### src/rtl/multi_input_trigger.sv
// Multi-channel push-button trigger: synchronises raw inputs, picks the lowest qualifying edge,
// and sequences increment pulse, settle window, refresh pulse and debounce block, with hold-to-repeat.
module multi_input_trigger #(
    parameter int CHANNELS        = 6,
    parameter int DEBOUNCE_CYCLES = 10000,
    parameter int SETTLE_CYCLES   = 10,
    parameter int REPEAT_DELAY    = 500000,
    parameter int REPEAT_RATE     = 100000
) (
    input  logic                clk,
    input  logic                reset,
    input  logic [CHANNELS-1:0] trigger,
    input  logic [1:0]          edge_mode,
    output logic                inc_clk,
    output logic [CHANNELS-1:0] inc_sel,
    output logic                ref_clk,
    output logic                busy
);

    // state     | meaning
    // ST_ARM    | 3 cycles after reset, detection off so reset-time levels never count
    // ST_READY  | waiting for a candidate edge or a due repeat
    // ST_SETTLE | inc_clk issued, counting down to the ref_clk pulse
    // ST_BLOCK  | debounce window, edges discarded
    typedef enum logic [1:0] {ST_ARM, ST_READY, ST_SETTLE, ST_BLOCK} state_t;

    localparam int SW   = $clog2(SETTLE_CYCLES + 1);
    localparam int BW   = (DEBOUNCE_CYCLES > 1) ? $clog2(DEBOUNCE_CYCLES) : 1;
    localparam int HMAX = (REPEAT_DELAY > REPEAT_RATE) ? REPEAT_DELAY : REPEAT_RATE;
    localparam int HW   = (HMAX > 1) ? $clog2(HMAX) : 1;
    localparam bit REP_EN = (REPEAT_DELAY > 0);

    state_t              r_state, w_state_nxt;
    logic [CHANNELS-1:0] r_meta, r_sync, r_prev;
    logic [1:0]          r_arm_cnt, w_arm_nxt;
    logic [SW-1:0]       r_settle_cnt, w_settle_nxt;
    logic [BW-1:0]       r_block_cnt, w_block_nxt;
    logic                r_hold_vld, w_hold_vld_nxt;
    logic [CHANNELS-1:0] r_hold_sel, w_hold_sel_nxt;
    logic [HW-1:0]       r_hold_cnt, w_hold_cnt_nxt;
    logic                r_inc_clk, w_inc_nxt;
    logic [CHANNELS-1:0] r_inc_sel, w_sel_nxt;
    logic                r_ref_clk, w_ref_nxt;

    logic [CHANNELS-1:0] w_cand, w_win;
    logic                w_found, w_hold_lvl, w_hold_ok, w_rep_due;

    always_comb begin
        case (edge_mode)
            2'b00:   w_cand = r_sync & ~r_prev;
            2'b01:   w_cand = ~r_sync & r_prev;
            2'b10:   w_cand = r_sync ^ r_prev;
            default: w_cand = '0;
        endcase
    end

    always_comb begin
        w_win   = '0;
        w_found = 1'b0;
        for (int i = 0; i < CHANNELS; i++) begin
            if (w_cand[i] && !w_found) begin
                w_win[i] = 1'b1;
                w_found  = 1'b1;
            end
        end
    end

    // Hold is live only in rising/falling mode while the held channel sits at its active level.
    assign w_hold_lvl = |(r_sync & r_hold_sel);
    assign w_hold_ok  = r_hold_vld && !edge_mode[1] && (edge_mode[0] ? !w_hold_lvl : w_hold_lvl);
    assign w_rep_due  = w_hold_ok && (r_hold_cnt == '0);

    always_comb begin
        w_state_nxt    = r_state;
        w_arm_nxt      = r_arm_cnt;
        w_settle_nxt   = r_settle_cnt;
        w_block_nxt    = r_block_cnt;
        w_inc_nxt      = 1'b0;
        w_sel_nxt      = '0;
        w_ref_nxt      = 1'b0;
        w_hold_vld_nxt = r_hold_vld;
        w_hold_sel_nxt = r_hold_sel;
        w_hold_cnt_nxt = r_hold_cnt;

        if (!w_hold_ok) begin
            w_hold_vld_nxt = 1'b0;
            w_hold_cnt_nxt = '0;
        end else if (r_hold_cnt != '0) begin
            w_hold_cnt_nxt = r_hold_cnt - 1'b1;
        end

        case (r_state)
            ST_ARM: begin
                if (r_arm_cnt == 2'd0) w_state_nxt = ST_READY;
                else                   w_arm_nxt   = r_arm_cnt - 2'd1;
            end
            ST_READY: begin
                if (w_found) begin
                    w_state_nxt    = ST_SETTLE;
                    w_settle_nxt   = SW'(SETTLE_CYCLES);
                    w_inc_nxt      = 1'b1;
                    w_sel_nxt      = w_win;
                    w_hold_sel_nxt = w_win;
                    w_hold_vld_nxt = REP_EN && !edge_mode[1];
                    w_hold_cnt_nxt = HW'(REPEAT_DELAY - 1);
                end else if (w_rep_due) begin
                    w_state_nxt    = ST_SETTLE;
                    w_settle_nxt   = SW'(SETTLE_CYCLES);
                    w_inc_nxt      = 1'b1;
                    w_sel_nxt      = r_hold_sel;
                    w_hold_cnt_nxt = HW'(REPEAT_RATE - 1);
                end
            end
            ST_SETTLE: begin
                if (r_settle_cnt == '0) begin
                    w_state_nxt = ST_BLOCK;
                    w_block_nxt = BW'(DEBOUNCE_CYCLES - 1);
                end else begin
                    w_settle_nxt = r_settle_cnt - 1'b1;
                    w_ref_nxt    = (r_settle_cnt == SW'(1));
                end
            end
            ST_BLOCK: begin
                if (r_block_cnt == '0) w_state_nxt = ST_READY;
                else                   w_block_nxt = r_block_cnt - 1'b1;
            end
            default: w_state_nxt = ST_ARM;
        endcase
    end

    always_ff @(posedge clk or posedge reset) begin
        if (reset) begin
            r_meta       <= '0;
            r_sync       <= '0;
            r_prev       <= '0;
            r_state      <= ST_ARM;
            r_arm_cnt    <= 2'd2;
            r_settle_cnt <= '0;
            r_block_cnt  <= '0;
            r_hold_vld   <= 1'b0;
            r_hold_sel   <= '0;
            r_hold_cnt   <= '0;
            r_inc_clk    <= 1'b0;
            r_inc_sel    <= '0;
            r_ref_clk    <= 1'b0;
        end else begin
            r_meta       <= trigger;
            r_sync       <= r_meta;
            r_prev       <= r_sync;
            r_state      <= w_state_nxt;
            r_arm_cnt    <= w_arm_nxt;
            r_settle_cnt <= w_settle_nxt;
            r_block_cnt  <= w_block_nxt;
            r_hold_vld   <= w_hold_vld_nxt;
            r_hold_sel   <= w_hold_sel_nxt;
            r_hold_cnt   <= w_hold_cnt_nxt;
            r_inc_clk    <= w_inc_nxt;
            r_inc_sel    <= w_sel_nxt;
            r_ref_clk    <= w_ref_nxt;
        end
    end

    assign inc_clk = r_inc_clk;
    assign inc_sel = r_inc_sel;
    assign ref_clk = r_ref_clk;
    assign busy    = (r_state != ST_READY);

endmodule

### config.mk
export PLATFORM = sky130hd
export DESIGN_NAME = multi_input_trigger
export DESIGN_NICKNAME = d
export VERILOG_FILES = /design/src/rtl/multi_input_trigger.sv
export SDC_FILE = /design/constraint.sdc
export NUM_CORES = 1
export LEC_CHECK = 0
export BUFFER_PORTS_ARGS = -buffer_cell sky130_fd_sc_hd__clkbuf_2
export CORE_MARGIN = 2
export CORE_UTILIZATION = 55
export CTS_BUF_LIST = sky130_fd_sc_hd__clkbuf_8
export DETAILED_ROUTE_END_ITERATION = 10
export PLACE_DENSITY_LB_ADDON = 0.12
export SLEW_MARGIN = 15
export SYNTH_ARGS = -nofsm -noshare
export SYNTH_HDL_FRONTEND = slang
export SYNTH_SLANG_ARGS = --single-unit
### constraint.sdc
create_clock -name clk -period 2.61 [get_ports clk]
set_input_delay 0 -clock clk [delete_from_list [all_inputs] [get_ports clk]]
set_output_delay 0 -clock clk [all_outputs]
set_load 0.02 [all_outputs]
==> flow_summary.ini <==
[timing]
hold-worst-slack_ns = 0.0693
timing.final.ws_setup_ns = 0.275
rsz0062_at_grt = no
setup_violations = 0
finalSetupTns_ns = 0
tightest_slew_ns = 0.743
layout_min_cycle_time_ns = 2.34
clock.fmax_mhz = 428
final.period_utilization_pct = 89.5
hold_viol_final = 0
finClkSkew_ns = 0.00946
timing.final.max_slew_violations = 0
timing.max_slew.rel_slack_pct = 50.4

[placed_design]
post-dp-hpwl_mm = 5.34
routabilityCongestion = 0.853
preCtsSetupSlack_ns = 0.270
dpl.cell_count = 497
port-buffer-count = 18
postPlaceCellArea_um2 = 4140

[cells_and_area]
syn_to_final_growth_pct = 15.3
drive_gt1_share_pct = 15.1
final_cell_mix = 73 x sky130_fd_sc_hd__dfrtp_1, 28 x sky130_fd_sc_hd__nor2_1, 28 x sky130_fd_sc_hd__inv_1, 27 x sky130_fd_sc_hd__nand2_1, 23 x sky130_fd_sc_hd__ha_1
layoutNonFillerInstCount = 520
ff_latch_area_um2 = 1850
final_area_um2 = 4480
multi_input_gate_area_in_the_final_layout_um2 = 1870
antennaDiodeCount = 0
num-nets-final = 452
layout.cells.most_common = sky130_fd_sc_hd__dfrtp_1
num-fill-cells = 551

[critical_path]
crit_path_max_fo = 7
arrival_ns = 2.57
crit_path_end_kind = register
critPathLaunchType = register
worstSetupPathType = reg -> reg
critical_path_required_ns = 2.85

[floorplan]
die_width_um = 88.0
ioPinCount = 19
fp.dieArea_um2 = 7750
initial_utilization_pct = 56.8
std_cell_rows = 30
placeableCoreArea_um2 = 6830
die_h_um = 88.0

[clock_network]
ctsLongestPathBuffers = 2
cts_made_buffers = 9
tritoncts = yes
cts_root_buffer = sky130_fd_sc_hd__clkbuf_8
number_of_buffers_added_for_setup_after_cts = 0
numClockSinks = 74
clock_insertion_delay_worst_skew_ns = 0.35
clk_pin_slew_ns = 0.08
post_cts_hold_buffer_count = 7
quantity_of_gates_resized_following_cts = 0
cts.htree.levels = 3

[global_routing]
number_of_global_route_vias_before_repair = 2757
grt.overflow.total = 0
global_route_total_usage_across_every_layer_pct = 21.5
grt_max_degree = 41
wire_length_of_the_first_global_routing_pass_mm = 13.0
initial_antenna_violation_count = 0

[power]
share_seq_of_total_power_pct = 37.1
comb_power_share_pct = 37.8
p_clk_share_pct = 25.2
static-leakage-power_nw = 2.14
power_internal_mw = 2.94
switchingPower_mw = 1.65
sw_frac_of_total_pct = 36.0
p_per_area_nw_per_um2 = 1020
vdd_drop_max_mv = 0.608

[routing]
drc_errors = 0
route.detailed.wl_per_inst_um = 14.2
totalWireLength_mm = 7.40
detail-route-antenna-nets = 0
drtPass1Iterations = 4
vias_per_cell = 5.42
detailroute.via_count = 2818
drt_first_iter_violations = 120

[yosys]
synth.largest_area_cell = sky130_fd_sc_hd__dfrtp_1
syn-cell-area_um2 = 3880
seq_area_frac_synth_pct = 47.7
synth_area_per_cell_um2 = 10.2
synth.ff_latch_count = 74
yosys-top-cells-area = sky130_fd_sc_hd__dfrtp_1 47%, sky130_fd_sc_hd__ha_1 7.4%, sky130_fd_sc_hd__inv_1 2.7%
synth_top_area_share_pct = 47.0
number_of_unique_standard_cell_types_used_by_synthesis = 61
synth_async_reset_ratio_pct = 100
syn_nets = 413
synthFlopType = sky130_fd_sc_hd__dfrtp_1
synth_enable_flop_cells = 0
post_synth_inst_count = 380
number_of_warnings_reported_in_the_yosys_synthesis_log = 0

[status]
outcome = completed

[worst_hold_path]
worst_hold_path_type = in -> reg

[run]
drv.max_cap_violation_count = 0
-- cells in the mapped netlist (6+ instances only) --
cell	instances
sky130_fd_sc_hd__dfrtp_1	73
sky130_fd_sc_hd__inv_1	28
sky130_fd_sc_hd__nor2_1	28
sky130_fd_sc_hd__nand2_1	27
sky130_fd_sc_hd__ha_1	23
sky130_fd_sc_hd__nor3_1	17
sky130_fd_sc_hd__o21ai_0	17
sky130_fd_sc_hd__a21oi_1	15
sky130_fd_sc_hd__a21o_1	12
sky130_fd_sc_hd__xnor2_1	12
sky130_fd_sc_hd__xor2_1	11
sky130_fd_sc_hd__and3_1	9
sky130_fd_sc_hd__nand3_1	8
sky130_fd_sc_hd__o21bai_1	7
sky130_fd_sc_hd__and2_1	6
-- sequential cells by signal, summed over array words and instances, names as in the netlist --
| register | flops |
|---|---|
| r_hold_sel | 6 |
| r_hold_vld | 1 |
| r_state | 2 |
| r_hold_cnt | 19 |
| r_meta | 6 |
| inc_clk | 1 |
| ref_clk | 1 |
| r_prev | 6 |
| r_block_cnt | 14 |
| r_sync | 6 |
| inc_sel | 6 |
| r_settle_cnt | 4 |
| r_arm_cnt | 2 |
-- critical path, cell delays in order (launching register included) --
cell	delay, ns
sky130_fd_sc_hd__dfrtp_1	0.38
sky130_fd_sc_hd__inv_1	0.11
sky130_fd_sc_hd__ha_1	0.17
sky130_fd_sc_hd__or4b_1	0.50
sky130_fd_sc_hd__nor3_4	0.21
sky130_fd_sc_hd__nand2_1	0.19
sky130_fd_sc_hd__nor2_2	0.19
sky130_fd_sc_hd__o22ai_1	0.12
sky130_fd_sc_hd__a221o_1	0.35
-- routing by layer --
metal / vias up / routed length (um) / global-route usage, %
li1: 1412 / - / -
met1: 1355 / 3680 / 30.5
met2: 34 / 3400 / 33.3
met3: 17 / 162 / 3.20
met4: 0 / 162 / 8.82
met5: - / 0 / 0
-- stage by stage --
step | power [mW] | utilization, %
after floorplan | 2.97 | -
final | 4.59 | 65.5
after global placement | 3.39 | 60.6
after detailed placement | 3.43 | 60.6
after CTS | 4.62 | 65.5
after global routing | 4.94 | 65.5
-- kinds of logic after synthesis --
group,Yosys count,share of synthesized area (%)
compound gates,78,14.6
xor+xnor,23,5.19
fa+ha+maj,23,7.41
buf+inv,37,4.09
flops,74,47.7
mux,1,0.386
simple gates,144,20.7
-- power by group through the flow --
stage | clock network [mW] | logic, mW | registers [mW]
after floorplan | 0 | 1.30 | 1.67
after CTS | 1.19 | 1.74 | 1.70
after detailed placement | 0 | 1.72 | 1.71
after global routing | 1.24 | 1.95 | 1.75
after global placement | 0 | 1.68 | 1.71
final | 1.15 | 1.73 | 1.70
-- path summary, 6_finish.rpt --
check                              start         endpoint  slack (ns)  cells past startpoint
hold / removal              edge_mode[1]       r_hold_vld        0.07                      2
setup / recovery           r_hold_cnt[0]  r_settle_cnt[0]        0.27                      8
setup reg to reg           r_hold_cnt[0]  r_settle_cnt[0]        0.27                      8
max in group asynchronous          reset     r_arm_cnt[1]        1.55                      4
hold reg to reg                r_meta[3]        r_sync[3]        0.35                      0
min in group asynchronous          reset        r_sync[0]        0.34                      3
-- final cells by class --
class	instances	area share [%]
Inverter	28	2.35
Sequential cell	74	41.4
Clock inverter	7	3.16
Multi-Input combinational cell	269	41.8
Tap cell	96	2.68
Clock buffer	9	2.77
Timing Repair Buffer	37	5.87
No activity file was read; power rests on OpenSTA's default activity.
